File: config.mk
export PLATFORM = sky130hd
export DESIGN_NAME = sram_arbiter_flat
export DESIGN_NICKNAME = d
export VERILOG_FILES = /design/src/rtl/sram_arbiter_if.sv /design/src/rtl/sram_arbiter.sv /design/src/flat_wrapper.sv
export SDC_FILE = /design/constraint.sdc
export NUM_CORES = 1
export LEC_CHECK = 0
export CAP_MARGIN = 40
export CELL_PAD_IN_SITES_DETAIL_PLACEMENT = 1
export CELL_PAD_IN_SITES_GLOBAL_PLACEMENT = 2
export CORE_MARGIN = 3
export CORE_UTILIZATION = 33
export CTS_CLUSTER_DIAMETER = 60
export DETAILED_ROUTE_END_ITERATION = 8
export DONT_BUFFER_PORTS = 1
export PLACE_DENSITY_LB_ADDON = 0.1
export SETUP_SLACK_MARGIN = 0.05
export SYNTH_ARGS = -nofsm -noshare
export SYNTH_HDL_FRONTEND = slang
export SYNTH_SLANG_ARGS = --single-unit
File: constraint.sdc
create_clock -name clk -period 1.8 [get_ports clk]
set_clock_uncertainty 0.15 [all_clocks]
set_input_delay 0.09 -clock clk [delete_from_list [all_inputs] [get_ports clk]]
set_output_delay 0.09 -clock clk [all_outputs]
set_load 0.005 [all_outputs]
File: src/rtl/sram_arbiter_if.sv
// rtl/sram_arbiter_if.sv - CPU port, DMA port and SRAM pad bundle for sram_arbiter
interface sram_arbiter_if;
  logic        booting;
  logic        cpu_req;
  logic        cpu_rnw;
  logic [17:0] cpu_addr;
  logic [7:0]  cpu_wdata;
  logic [7:0]  cpu_rdata;
  logic        cpu_done;
  logic        cpu_overrun;
  logic        dma_req;
  logic        dma_we;
  logic [17:0] dma_addr;
  logic [7:0]  dma_wdata;
  logic [7:0]  dma_rdata;
  logic        dma_ack;
  logic        RAMCS_b;
  logic        RAMOE_b;
  logic        RAMWE_b;
  logic [17:0] ADR;
  logic [7:0]  dat_out;
  logic        dat_oe;
  logic [7:0]  dat_in;

  modport slave (
    input  booting, cpu_req, cpu_rnw, cpu_addr, cpu_wdata,
    input  dma_req, dma_we, dma_addr, dma_wdata, dat_in,
    output cpu_rdata, cpu_done, cpu_overrun, dma_rdata, dma_ack,
    output RAMCS_b, RAMOE_b, RAMWE_b, ADR, dat_out, dat_oe
  );

  modport master (
    output booting, cpu_req, cpu_rnw, cpu_addr, cpu_wdata,
    output dma_req, dma_we, dma_addr, dma_wdata, dat_in,
    input  cpu_rdata, cpu_done, cpu_overrun, dma_rdata, dma_ack,
    input  RAMCS_b, RAMOE_b, RAMWE_b, ADR, dat_out, dat_oe
  );
endinterface

File: src/rtl/sram_arbiter.sv
// rtl/sram_arbiter.sv - SRAM cycle sequencer with strict-priority CPU port and req/ack DMA port
module sram_arbiter #(
  parameter int READ_CYCLES = 2,
  parameter int WE_CYCLES   = 2
) (
  input  logic          clk,
  input  logic          nRESET,
  sram_arbiter_if.slave bus
);
  typedef enum logic [2:0] {IDLE, RD, WS, WP, WH} state_t;

  state_t      state, state_n;
  logic [3:0]  cnt, cnt_n;
  logic        owner_cpu, owner_cpu_n;
  logic [17:0] adr, adr_n;
  logic [7:0]  wdata, wdata_n;
  logic        cpu_pending;
  logic        cpu_rnw_q;
  logic [17:0] cpu_addr_q;
  logic [7:0]  cpu_wdata_q;
  logic        cpu_grant, dma_grant, finish;
  logic        cpu_done, dma_ack, cpu_overrun;
  logic [7:0]  cpu_rdata, dma_rdata;
  logic        cs_b, oe_b, we_b, dat_oe;

  always_comb begin
    state_n     = state;
    cnt_n       = cnt;
    owner_cpu_n = owner_cpu;
    adr_n       = adr;
    wdata_n     = wdata;
    cpu_grant   = 1'b0;
    dma_grant   = 1'b0;
    finish      = 1'b0;
    case (state)
      IDLE: begin
        // A held dma_req is ignored in its own ack clock so it is not granted twice.
        cpu_grant = cpu_pending && !bus.booting;
        dma_grant = !cpu_grant && bus.dma_req && !dma_ack;
        cnt_n     = 4'(READ_CYCLES - 1);
        if (cpu_grant) begin
          owner_cpu_n = 1'b1;
          adr_n       = cpu_addr_q;
          wdata_n     = cpu_wdata_q;
          state_n     = cpu_rnw_q ? RD : WS;
        end else if (dma_grant) begin
          owner_cpu_n = 1'b0;
          adr_n       = bus.dma_addr;
          wdata_n     = bus.dma_wdata;
          state_n     = bus.dma_we ? WS : RD;
        end
      end
      RD: begin
        if (cnt == 4'd0) begin
          finish  = 1'b1;
          state_n = IDLE;
        end else begin
          cnt_n = cnt - 4'd1;
        end
      end
      WS: begin
        state_n = WP;
        cnt_n   = 4'(WE_CYCLES - 1);
      end
      WP: begin
        if (cnt == 4'd0) state_n = WH;
        else             cnt_n   = cnt - 4'd1;
      end
      WH: begin
        finish  = 1'b1;
        state_n = IDLE;
      end
      default: state_n = IDLE;
    endcase
  end

  always_ff @(posedge clk) begin
    if (!nRESET) begin
      state       <= IDLE;
      cnt         <= 4'd0;
      owner_cpu   <= 1'b0;
      adr         <= 18'd0;
      wdata       <= 8'd0;
      cpu_pending <= 1'b0;
      cpu_rnw_q   <= 1'b1;
      cpu_addr_q  <= 18'd0;
      cpu_wdata_q <= 8'd0;
      cpu_done    <= 1'b0;
      dma_ack     <= 1'b0;
      cpu_overrun <= 1'b0;
      cpu_rdata   <= 8'd0;
      dma_rdata   <= 8'd0;
      cs_b        <= 1'b1;
      oe_b        <= 1'b1;
      we_b        <= 1'b1;
      dat_oe      <= 1'b0;
    end else begin
      state     <= state_n;
      cnt       <= cnt_n;
      owner_cpu <= owner_cpu_n;
      adr       <= adr_n;
      wdata     <= wdata_n;
      cpu_done  <= finish && owner_cpu;
      dma_ack   <= finish && !owner_cpu;
      if (finish && state == RD) begin
        if (owner_cpu) cpu_rdata <= bus.dat_in;
        else           dma_rdata <= bus.dat_in;
      end
      // Strobes are registered from the next state so they line up with it exactly.
      cs_b   <= (state_n == IDLE);
      oe_b   <= (state_n != RD);
      we_b   <= (state_n != WP);
      dat_oe <= (state_n == WS) || (state_n == WP) || (state_n == WH);
      if (bus.booting) begin
        cpu_pending <= 1'b0;
      end else if (bus.cpu_req) begin
        cpu_pending <= 1'b1;
        cpu_rnw_q   <= bus.cpu_rnw;
        cpu_addr_q  <= bus.cpu_addr;
        cpu_wdata_q <= bus.cpu_wdata;
        if (cpu_pending || (state != IDLE && owner_cpu)) cpu_overrun <= 1'b1;
      end else if (cpu_grant) begin
        cpu_pending <= 1'b0;
      end
    end
  end

  assign bus.cpu_rdata   = cpu_rdata;
  assign bus.cpu_done    = cpu_done;
  assign bus.cpu_overrun = cpu_overrun;
  assign bus.dma_rdata   = dma_rdata;
  assign bus.dma_ack     = dma_ack;
  assign bus.RAMCS_b     = cs_b;
  assign bus.RAMOE_b     = oe_b;
  assign bus.RAMWE_b     = we_b;
  assign bus.ADR         = adr;
  assign bus.dat_out     = wdata;
  assign bus.dat_oe      = dat_oe;
endmodule

File: src/flat_wrapper.sv
// flat-port wrapper written by rule: the top's interface ports become plain ports
module sram_arbiter_flat 
#(
  parameter int READ_CYCLES = 2,
  parameter int WE_CYCLES   = 2
)
  (clk, nRESET, bus_booting, bus_cpu_req, bus_cpu_rnw, bus_cpu_addr, bus_cpu_wdata, bus_dma_req, bus_dma_we, bus_dma_addr, bus_dma_wdata, bus_dat_in, bus_cpu_rdata, bus_cpu_done, bus_cpu_overrun, bus_dma_rdata, bus_dma_ack, bus_RAMCS_b, bus_RAMOE_b, bus_RAMWE_b, bus_ADR, bus_dat_out, bus_dat_oe);
  sram_arbiter_if bus_i ();
  input  logic clk;
  input  logic nRESET;
  input wire logic [$bits(bus_i.booting)-1:0] bus_booting;
  input wire logic [$bits(bus_i.cpu_req)-1:0] bus_cpu_req;
  input wire logic [$bits(bus_i.cpu_rnw)-1:0] bus_cpu_rnw;
  input wire logic [$bits(bus_i.cpu_addr)-1:0] bus_cpu_addr;
  input wire logic [$bits(bus_i.cpu_wdata)-1:0] bus_cpu_wdata;
  input wire logic [$bits(bus_i.dma_req)-1:0] bus_dma_req;
  input wire logic [$bits(bus_i.dma_we)-1:0] bus_dma_we;
  input wire logic [$bits(bus_i.dma_addr)-1:0] bus_dma_addr;
  input wire logic [$bits(bus_i.dma_wdata)-1:0] bus_dma_wdata;
  input wire logic [$bits(bus_i.dat_in)-1:0] bus_dat_in;
  output wire logic [$bits(bus_i.cpu_rdata)-1:0] bus_cpu_rdata;
  output wire logic [$bits(bus_i.cpu_done)-1:0] bus_cpu_done;
  output wire logic [$bits(bus_i.cpu_overrun)-1:0] bus_cpu_overrun;
  output wire logic [$bits(bus_i.dma_rdata)-1:0] bus_dma_rdata;
  output wire logic [$bits(bus_i.dma_ack)-1:0] bus_dma_ack;
  output wire logic [$bits(bus_i.RAMCS_b)-1:0] bus_RAMCS_b;
  output wire logic [$bits(bus_i.RAMOE_b)-1:0] bus_RAMOE_b;
  output wire logic [$bits(bus_i.RAMWE_b)-1:0] bus_RAMWE_b;
  output wire logic [$bits(bus_i.ADR)-1:0] bus_ADR;
  output wire logic [$bits(bus_i.dat_out)-1:0] bus_dat_out;
  output wire logic [$bits(bus_i.dat_oe)-1:0] bus_dat_oe;
  assign bus_i.booting = bus_booting;
  assign bus_i.cpu_req = bus_cpu_req;
  assign bus_i.cpu_rnw = bus_cpu_rnw;
  assign bus_i.cpu_addr = bus_cpu_addr;
  assign bus_i.cpu_wdata = bus_cpu_wdata;
  assign bus_i.dma_req = bus_dma_req;
  assign bus_i.dma_we = bus_dma_we;
  assign bus_i.dma_addr = bus_dma_addr;
  assign bus_i.dma_wdata = bus_dma_wdata;
  assign bus_i.dat_in = bus_dat_in;
  assign bus_cpu_rdata = bus_i.cpu_rdata;
  assign bus_cpu_done = bus_i.cpu_done;
  assign bus_cpu_overrun = bus_i.cpu_overrun;
  assign bus_dma_rdata = bus_i.dma_rdata;
  assign bus_dma_ack = bus_i.dma_ack;
  assign bus_RAMCS_b = bus_i.RAMCS_b;
  assign bus_RAMOE_b = bus_i.RAMOE_b;
  assign bus_RAMWE_b = bus_i.RAMWE_b;
  assign bus_ADR = bus_i.ADR;
  assign bus_dat_out = bus_i.dat_out;
  assign bus_dat_oe = bus_i.dat_oe;
  sram_arbiter #(.READ_CYCLES(READ_CYCLES), .WE_CYCLES(WE_CYCLES)) u_core (.clk(clk), .nRESET(nRESET), .bus(bus_i));
endmodule
Word level (Yosys, flattened, before mapping)
Cells that the tools add are included.

Reductions and logical operators: 30. Bitwise logic cells: 3. $add $sub $neg: 1. Multiplexer cells: 20. Eq/ne operators: 10.

Operator list (count): 18-bit two-way mux (2); 8-bit two-way mux (2); 3-bit by 2-bit equality test with 1-bit output (second input constant) (4); 3-bit two-way mux (4); 3-bit case mux with 4 select lines (1); 2-bit AND reduction (5); 4-bit case mux with 2 select lines (1); 1-bit logical AND (7); 3-bit equality test (second input constant) (2); 3-bit zero test (2); 1-bit two-way mux (6); 2-bit nonzero test (3); 2-bit OR reduction (3); 1-bit zero test (4); 4-bit zero test (1); 2-bit two-way mux (2); 4-bit two-way mux (1); 4-bit by 1-bit subtractor with 4-bit output (second input constant) (1); 3-bit by 1-bit equality test with 1-bit output (second input constant) (1); 1-bit logical OR (3); 3-bit by 1-bit inequality test with 1-bit output (second input constant) (1); 3-bit by 2-bit inequality test with 1-bit output (second input constant) (1); 1-bit inverter (3); 3-bit AND reduction (1); 3 further kinds (3).

Input bits: 67. Register bits after elaboration: 85. Output and inout bits: 49. Logic and storage cells: 82.

Longest topological paths before layout
Depth after elaboration: 11. Depth in mapped cells: 8. Depth with buffers taken out: 6.

Worst setup path before layout
Ideal clock, no wire load.

Path type: flip-flop to flip-flop. Start point: register u_core.cnt[0]. End point: register u_core.dma_rdata[6] (netlist: u_core.bus.dma_rdata[6]). Slack: -0.110 ns. Required time: 1.535 ns. Path buffers: 2. Setup time: 0.115 ns. Data arrival time: 1.645 ns. Period minus slack after synthesis: 1.910 ns. Stages on the path, launching flop included: 9. Cell sequence: dfxtp_1 -> inv_1 -> ha_1 -> nor3b_4 -> or4b_1 -> buf_2 -> buf_6 -> nand3_2 -> o21ai_2.

Word-level cells in the longest chain between the ends: 5.

RTL lines: start: declaration (RTL line sram_arbiter.sv:13) `logic [3:0] cnt, cnt_n;`; start signal: assignment (RTL line sram_arbiter.sv:99) `cnt <= cnt_n;`; 4-bit zero test (RTL line sram_arbiter.sv:54) `if (cnt == 4'd0) begin`; 1-bit two-way mux (RTL line sram_arbiter.sv:54); 1-bit case mux with 2 select lines (RTL line sram_arbiter.sv:35) `case (state)`; 1-bit logical AND (RTL line sram_arbiter.sv:105) `if (finish && state == RD) begin`; 2-bit AND reduction (no source line); end signal: assignment (RTL line sram_arbiter.sv:107) `else dma_rdata <= bus.dat_in;`; end: declaration (RTL line sram_arbiter.sv:23) `logic [7:0] cpu_rdata, dma_rdata;`.

No other way between the ends. A chain may end at the register's enable or synchronous reset.

Final worst setup path
Start point: register u_core.cnt[1]. End point: register u_core.dma_rdata[0] (netlist: u_core.bus.dma_rdata[0]).

Same word-level chain as after synthesis.

==> run_summary.xml <==
<?xml version="1.0" encoding="UTF-8"?>
<metrics>
  <group name="min_path">
    <metric name="timing.hold.worst.class" unit="">in2reg</metric>
    <metric name="hold-path-cell-count" unit="">1</metric>
  </group>
  <group name="pwr">
    <metric name="netSwitchingPower" unit="mW">1.19</metric>
    <metric name="peak_supply_drop" unit="V">0.000462</metric>
    <metric name="power_frac_seq" unit="%">49.0</metric>
    <metric name="pwr_density_cell" unit="nW/um^2">930</metric>
    <metric name="cellLeakagePower" unit="nW">2.26</metric>
    <metric name="power" unit="mW">4.43</metric>
    <metric name="p_int" unit="mW">3.23</metric>
    <metric name="power_switching_share" unit="%">27.0</metric>
    <metric name="power_frac_comb" unit="%">20.5</metric>
    <metric name="clockPowerShare" unit="%">30.5</metric>
  </group>
  <group name="synth">
    <metric name="ys_seq_area_share" unit="%">49.2</metric>
    <metric name="yosys.cell_types.count" unit="">37</metric>
    <metric name="synth.largest_area_cell" unit="">sky130_fd_sc_hd__dfxtp_1</metric>
    <metric name="post_synth_main_area_contributors" unit="">sky130_fd_sc_hd__dfxtp_1, sky130_fd_sc_hd__nand2_1, sky130_fd_sc_hd__o211a_1, sky130_fd_sc_hd__mux2i_1, sky130_fd_sc_hd__a21boi_0</metric>
    <metric name="syn_inst" unit="">369</metric>
    <metric name="synth.cell_area" unit="um^2">3460</metric>
    <metric name="yosysWarnings" unit="">0</metric>
    <metric name="yosys_register_bits" unit="">85</metric>
    <metric name="syn_area_per_cell" unit="um^2">9.37</metric>
    <metric name="synth_largest_type_area_fraction" unit="%">49.2</metric>
    <metric name="synth_fp_nets" unit="">437</metric>
  </group>
  <group name="cells_and_area">
    <metric name="final-instance-count-excl-fill" unit="">575</metric>
    <metric name="num_antenna_cells" unit="">0</metric>
    <metric name="area_growth_syn_to_layout" unit="%">37.7</metric>
    <metric name="num-nets-final" unit="">505</metric>
    <metric name="register_area" unit="um^2">1710</metric>
    <metric name="multi_input_area" unit="um^2">1730</metric>
    <metric name="fillers" unit="">1152</metric>
    <metric name="post_route_cells_drive_above_1_share" unit="%">18.8</metric>
  </group>
  <group name="detailed_routing">
    <metric name="vias_per_cell" unit="">4.97</metric>
    <metric name="detail_route.drc_violations" unit="">0</metric>
    <metric name="route.final.wire_length" unit="mm">10.5</metric>
    <metric name="routed_wire_length_per_instance" unit="um">18.2</metric>
    <metric name="drt_iter0_drcs" unit="">100</metric>
    <metric name="dr_total_vias" unit="">2858</metric>
    <metric name="antenna_viol_nets_final" unit="">0</metric>
    <metric name="first_pass_iters" unit="">4</metric>
  </group>
  <group name="setup_path">
    <metric name="startpoint_type" unit="">register</metric>
    <metric name="path_class" unit="">reg2reg</metric>
    <metric name="crit_fanout" unit="">8</metric>
    <metric name="timing.reg2reg.worst_path_depth" unit="">7</metric>
    <metric name="cp_capture_type" unit="">register</metric>
    <metric name="critPathRequiredTime" unit="ps">1890</metric>
    <metric name="worstPathArrival" unit="ps">1880</metric>
  </group>
  <group name="sta">
    <metric name="report.final.setup_viol" unit="">0</metric>
    <metric name="fmaxAchievable" unit="GHz">0.559</metric>
    <metric name="slew-limit-headroom" unit="%">73.5</metric>
    <metric name="final_worst_path_period_need" unit="ps">1790</metric>
    <metric name="rsz_0062_raised_after_global_routing" unit="">yes</metric>
    <metric name="post_route_fraction_of_the_period_consumed_by_the_critical_path" unit="%">99.4</metric>
    <metric name="report.final.hold_viol_count" unit="">54</metric>
    <metric name="worst_hold_slack" unit="ps">-272</metric>
    <metric name="finalWorstSetupSlack" unit="ps">10.5</metric>
    <metric name="slew_violations" unit="">0</metric>
    <metric name="timing_worst_slew_pin_value" unit="ps">397</metric>
  </group>
  <group name="clock_tree">
    <metric name="clock_sinks" unit="">85</metric>
    <metric name="worst_setup_hold_path_clk_slew" unit="ps">90</metric>
    <metric name="clockRootBuffer" unit="">sky130_fd_sc_hd__clkbuf_8</metric>
    <metric name="clock_tree.buffer_depth" unit="">2</metric>
    <metric name="worstSkewPairLatency" unit="ps">350</metric>
    <metric name="htreeDepth" unit="">3</metric>
    <metric name="count_of_hold_buffers_inserted_by_post_cts_repair" unit="">54</metric>
    <metric name="number_of_buffers_added_by_the_clock_tree_synthesis_step" unit="">9</metric>
    <metric name="cts_tree" unit="">built</metric>
  </group>
  <group name="outcome">
    <metric name="outcome" unit="">finished with violations</metric>
    <metric name="violations" unit="">hold timing</metric>
  </group>
  <group name="floorplanning">
    <metric name="die_y" unit="um">108</metric>
    <metric name="die_width" unit="um">108</metric>
    <metric name="core_region_area" unit="um^2">10000</metric>
    <metric name="floorplan.initialDensity" unit="%">34.6</metric>
    <metric name="ios" unit="">116</metric>
    <metric name="fp-row-count" unit="">36</metric>
    <metric name="floorplan.die_area" unit="um^2">11700</metric>
  </group>
  <group name="place">
    <metric name="place.port_buffers" unit="">0</metric>
    <metric name="dpl_worst_slack" unit="ps">-0.0521</metric>
    <metric name="post-place-cells" unit="">489</metric>
    <metric name="gpl.final_weighted_congestion" unit="">0.725</metric>
    <metric name="place_hpwl" unit="mm">5.75</metric>
  </group>
  <group name="global_route">
    <metric name="antenna_found_initial" unit="">0</metric>
    <metric name="grt_overflow_total" unit="">0</metric>
    <metric name="grt_usage" unit="%">16.8</metric>
    <metric name="grt_first_pass_wirelength" unit="mm">15.4</metric>
    <metric name="first_global_vias" unit="">2971</metric>
    <metric name="maximum_number_of_pins_on_one_net_before_global_route_repair" unit="">90</metric>
  </group>
  <group name="flow_run">
    <metric name="maxCapViolations" unit="">0</metric>
  </group>
</metrics>
==> layout by cell type (no fill, tap or decap), types with 5 or more instances in the layout <==
master and n:
sky130_fd_sc_hd__a21boi_0 29, sky130_fd_sc_hd__buf_12 7, sky130_fd_sc_hd__buf_4 16, sky130_fd_sc_hd__clkbuf_8 10, sky130_fd_sc_hd__dfxtp_1 81, sky130_fd_sc_hd__dlygate4sd3_1 54
sky130_fd_sc_hd__mux2i_1 26, sky130_fd_sc_hd__nand2_1 86, sky130_fd_sc_hd__nand3_1 9, sky130_fd_sc_hd__nand3_2 8, sky130_fd_sc_hd__nor2_1 5, sky130_fd_sc_hd__o211a_1 27
sky130_fd_sc_hd__o21ai_0 12, sky130_fd_sc_hd__o21ai_2 8
==> metal layers <==
metal	routed length (um)	vias up	global-route usage [%]
met4	80	0	4.33
met1	4440	1364	20.3
met3	831	5	6.69
met2	5120	82	27.8
li1	-	1407	-
met5	0	-	0
==> power groups by stage <==
stage	clock [mW]	sequential, mW	combinational (mW)
6_report	1.35	2.17	0.909
5_1_grt	1.51	2.19	1.00
4_1_cts	1.41	2.18	0.649
3_5_place_dp	0	2.22	0.516
3_3_place_gp	0	2.22	0.501
2_1_floorplan	0	2.18	0.417
==> cell type report <==
class	count	share of cell area, %
Timing Repair Buffer	84	20.0
Tap cell	133	3.49
Multi-Input combinational cell	254	36.2
Clock buffer	12	3.05
Sequential cell	85	35.9
Clock inverter	4	0.998
Inverter	3	0.236
==> sequential cells by signal (all words and copies together) (netlist names), 3 cells and up <==
signal and count:
u_core.cnt 4, u_core.bus.cpu_rdata 8, u_core.bus.dma_rdata 8, u_core.cpu_wdata_q 8
u_core.bus.dat_out 8, u_core.state 3, u_core.cpu_addr_q 18, u_core.bus.ADR 18
==> cells in the mapped netlist <==
cell                       instances
sky130_fd_sc_hd__a211oi_1          1
sky130_fd_sc_hd__a21boi_0         29
sky130_fd_sc_hd__a21oi_1           4
sky130_fd_sc_hd__a21oi_2           1
sky130_fd_sc_hd__and2_1            4
sky130_fd_sc_hd__and3_1            1
sky130_fd_sc_hd__and3b_1           1
sky130_fd_sc_hd__buf_1             3
sky130_fd_sc_hd__buf_2             7
sky130_fd_sc_hd__buf_4             2
sky130_fd_sc_hd__buf_6             1
sky130_fd_sc_hd__clkbuf_1         14
sky130_fd_sc_hd__dfxtp_1          85
sky130_fd_sc_hd__ha_1              1
sky130_fd_sc_hd__inv_1             3
sky130_fd_sc_hd__mux2i_1          26
sky130_fd_sc_hd__nand2_1          92
sky130_fd_sc_hd__nand2b_1          4
sky130_fd_sc_hd__nand3_1          15
sky130_fd_sc_hd__nand3_2           2
sky130_fd_sc_hd__nand3b_1          2
sky130_fd_sc_hd__nand4b_1          2
sky130_fd_sc_hd__nor2_1            5
sky130_fd_sc_hd__nor2b_1           6
sky130_fd_sc_hd__nor3_1            1
sky130_fd_sc_hd__nor3b_1           2
sky130_fd_sc_hd__nor3b_4           1
sky130_fd_sc_hd__o211a_1          27
sky130_fd_sc_hd__o21a_1            1
sky130_fd_sc_hd__o21ai_0          12
sky130_fd_sc_hd__o21ai_2           8
sky130_fd_sc_hd__o221a_2           1
sky130_fd_sc_hd__o311a_1           1
sky130_fd_sc_hd__o32ai_1           1
sky130_fd_sc_hd__or2_1             1
sky130_fd_sc_hd__or3_1             1
sky130_fd_sc_hd__or4b_1            1
==> per-stage QoR <==
stage | setup TNS, ps | area, um^2 | util (%)
2_1_floorplan | -107 | 3480 | -
3_3_place_gp | 0 | 3670 | 36.7
6_report | 0 | 4760 | 47.6
5_1_grt | -524 | 4760 | 47.6
3_5_place_dp | -0.0521 | 3670 | 36.7
4_1_cts | 0 | 4500 | 45.0
==> cells by family (layout without fill, tap and decap cells) <==
family,Yosys count,in the layout,synth area share [%]
multiplexers,26,26,7.53
AO/OA/AOI/OAI,86,86,20.0
adder cells (fa/ha/maj),1,1,0.362
AND/OR/NAND/NOR,141,141,19.0
buffers and inverters,30,103,3.94
flip-flops,85,85,49.2
==> worst max-delay path: stages (launching register included) <==
cell	delay [ps]
sky130_fd_sc_hd__dfxtp_2	340
sky130_fd_sc_hd__inv_2	70
sky130_fd_sc_hd__ha_4	120
sky130_fd_sc_hd__nor3b_4	180
sky130_fd_sc_hd__or4b_4	540
sky130_fd_sc_hd__buf_12	170
sky130_fd_sc_hd__nand3_2	70
sky130_fd_sc_hd__o21ai_2	50
==> final timing paths <==
check / start / endpoint / slack [ps]
worst max-delay path: u_core.cnt[1] / u_core.bus.dma_rdata[0] / 10
worst min-delay path: nRESET / u_core.cnt[0] / -270
worst max register to register: u_core.cnt[1] / u_core.bus.dma_rdata[0] / 10
worst min register to register: u_core.bus.dma_rdata[5] / u_core.bus.dma_rdata[5] / 340
==> timing repair <==
item | CTS | global route
pin swaps | 4 | 6
gates cloned | 1 | 7
buffers inserted | 3 | 5
endpoints found under the setup margin | 8 | 41
gates resized for setup | 11 | 20
hold endpoints to repair | 85 | 55
Note: power is estimated with default switching activity, not from simulation.
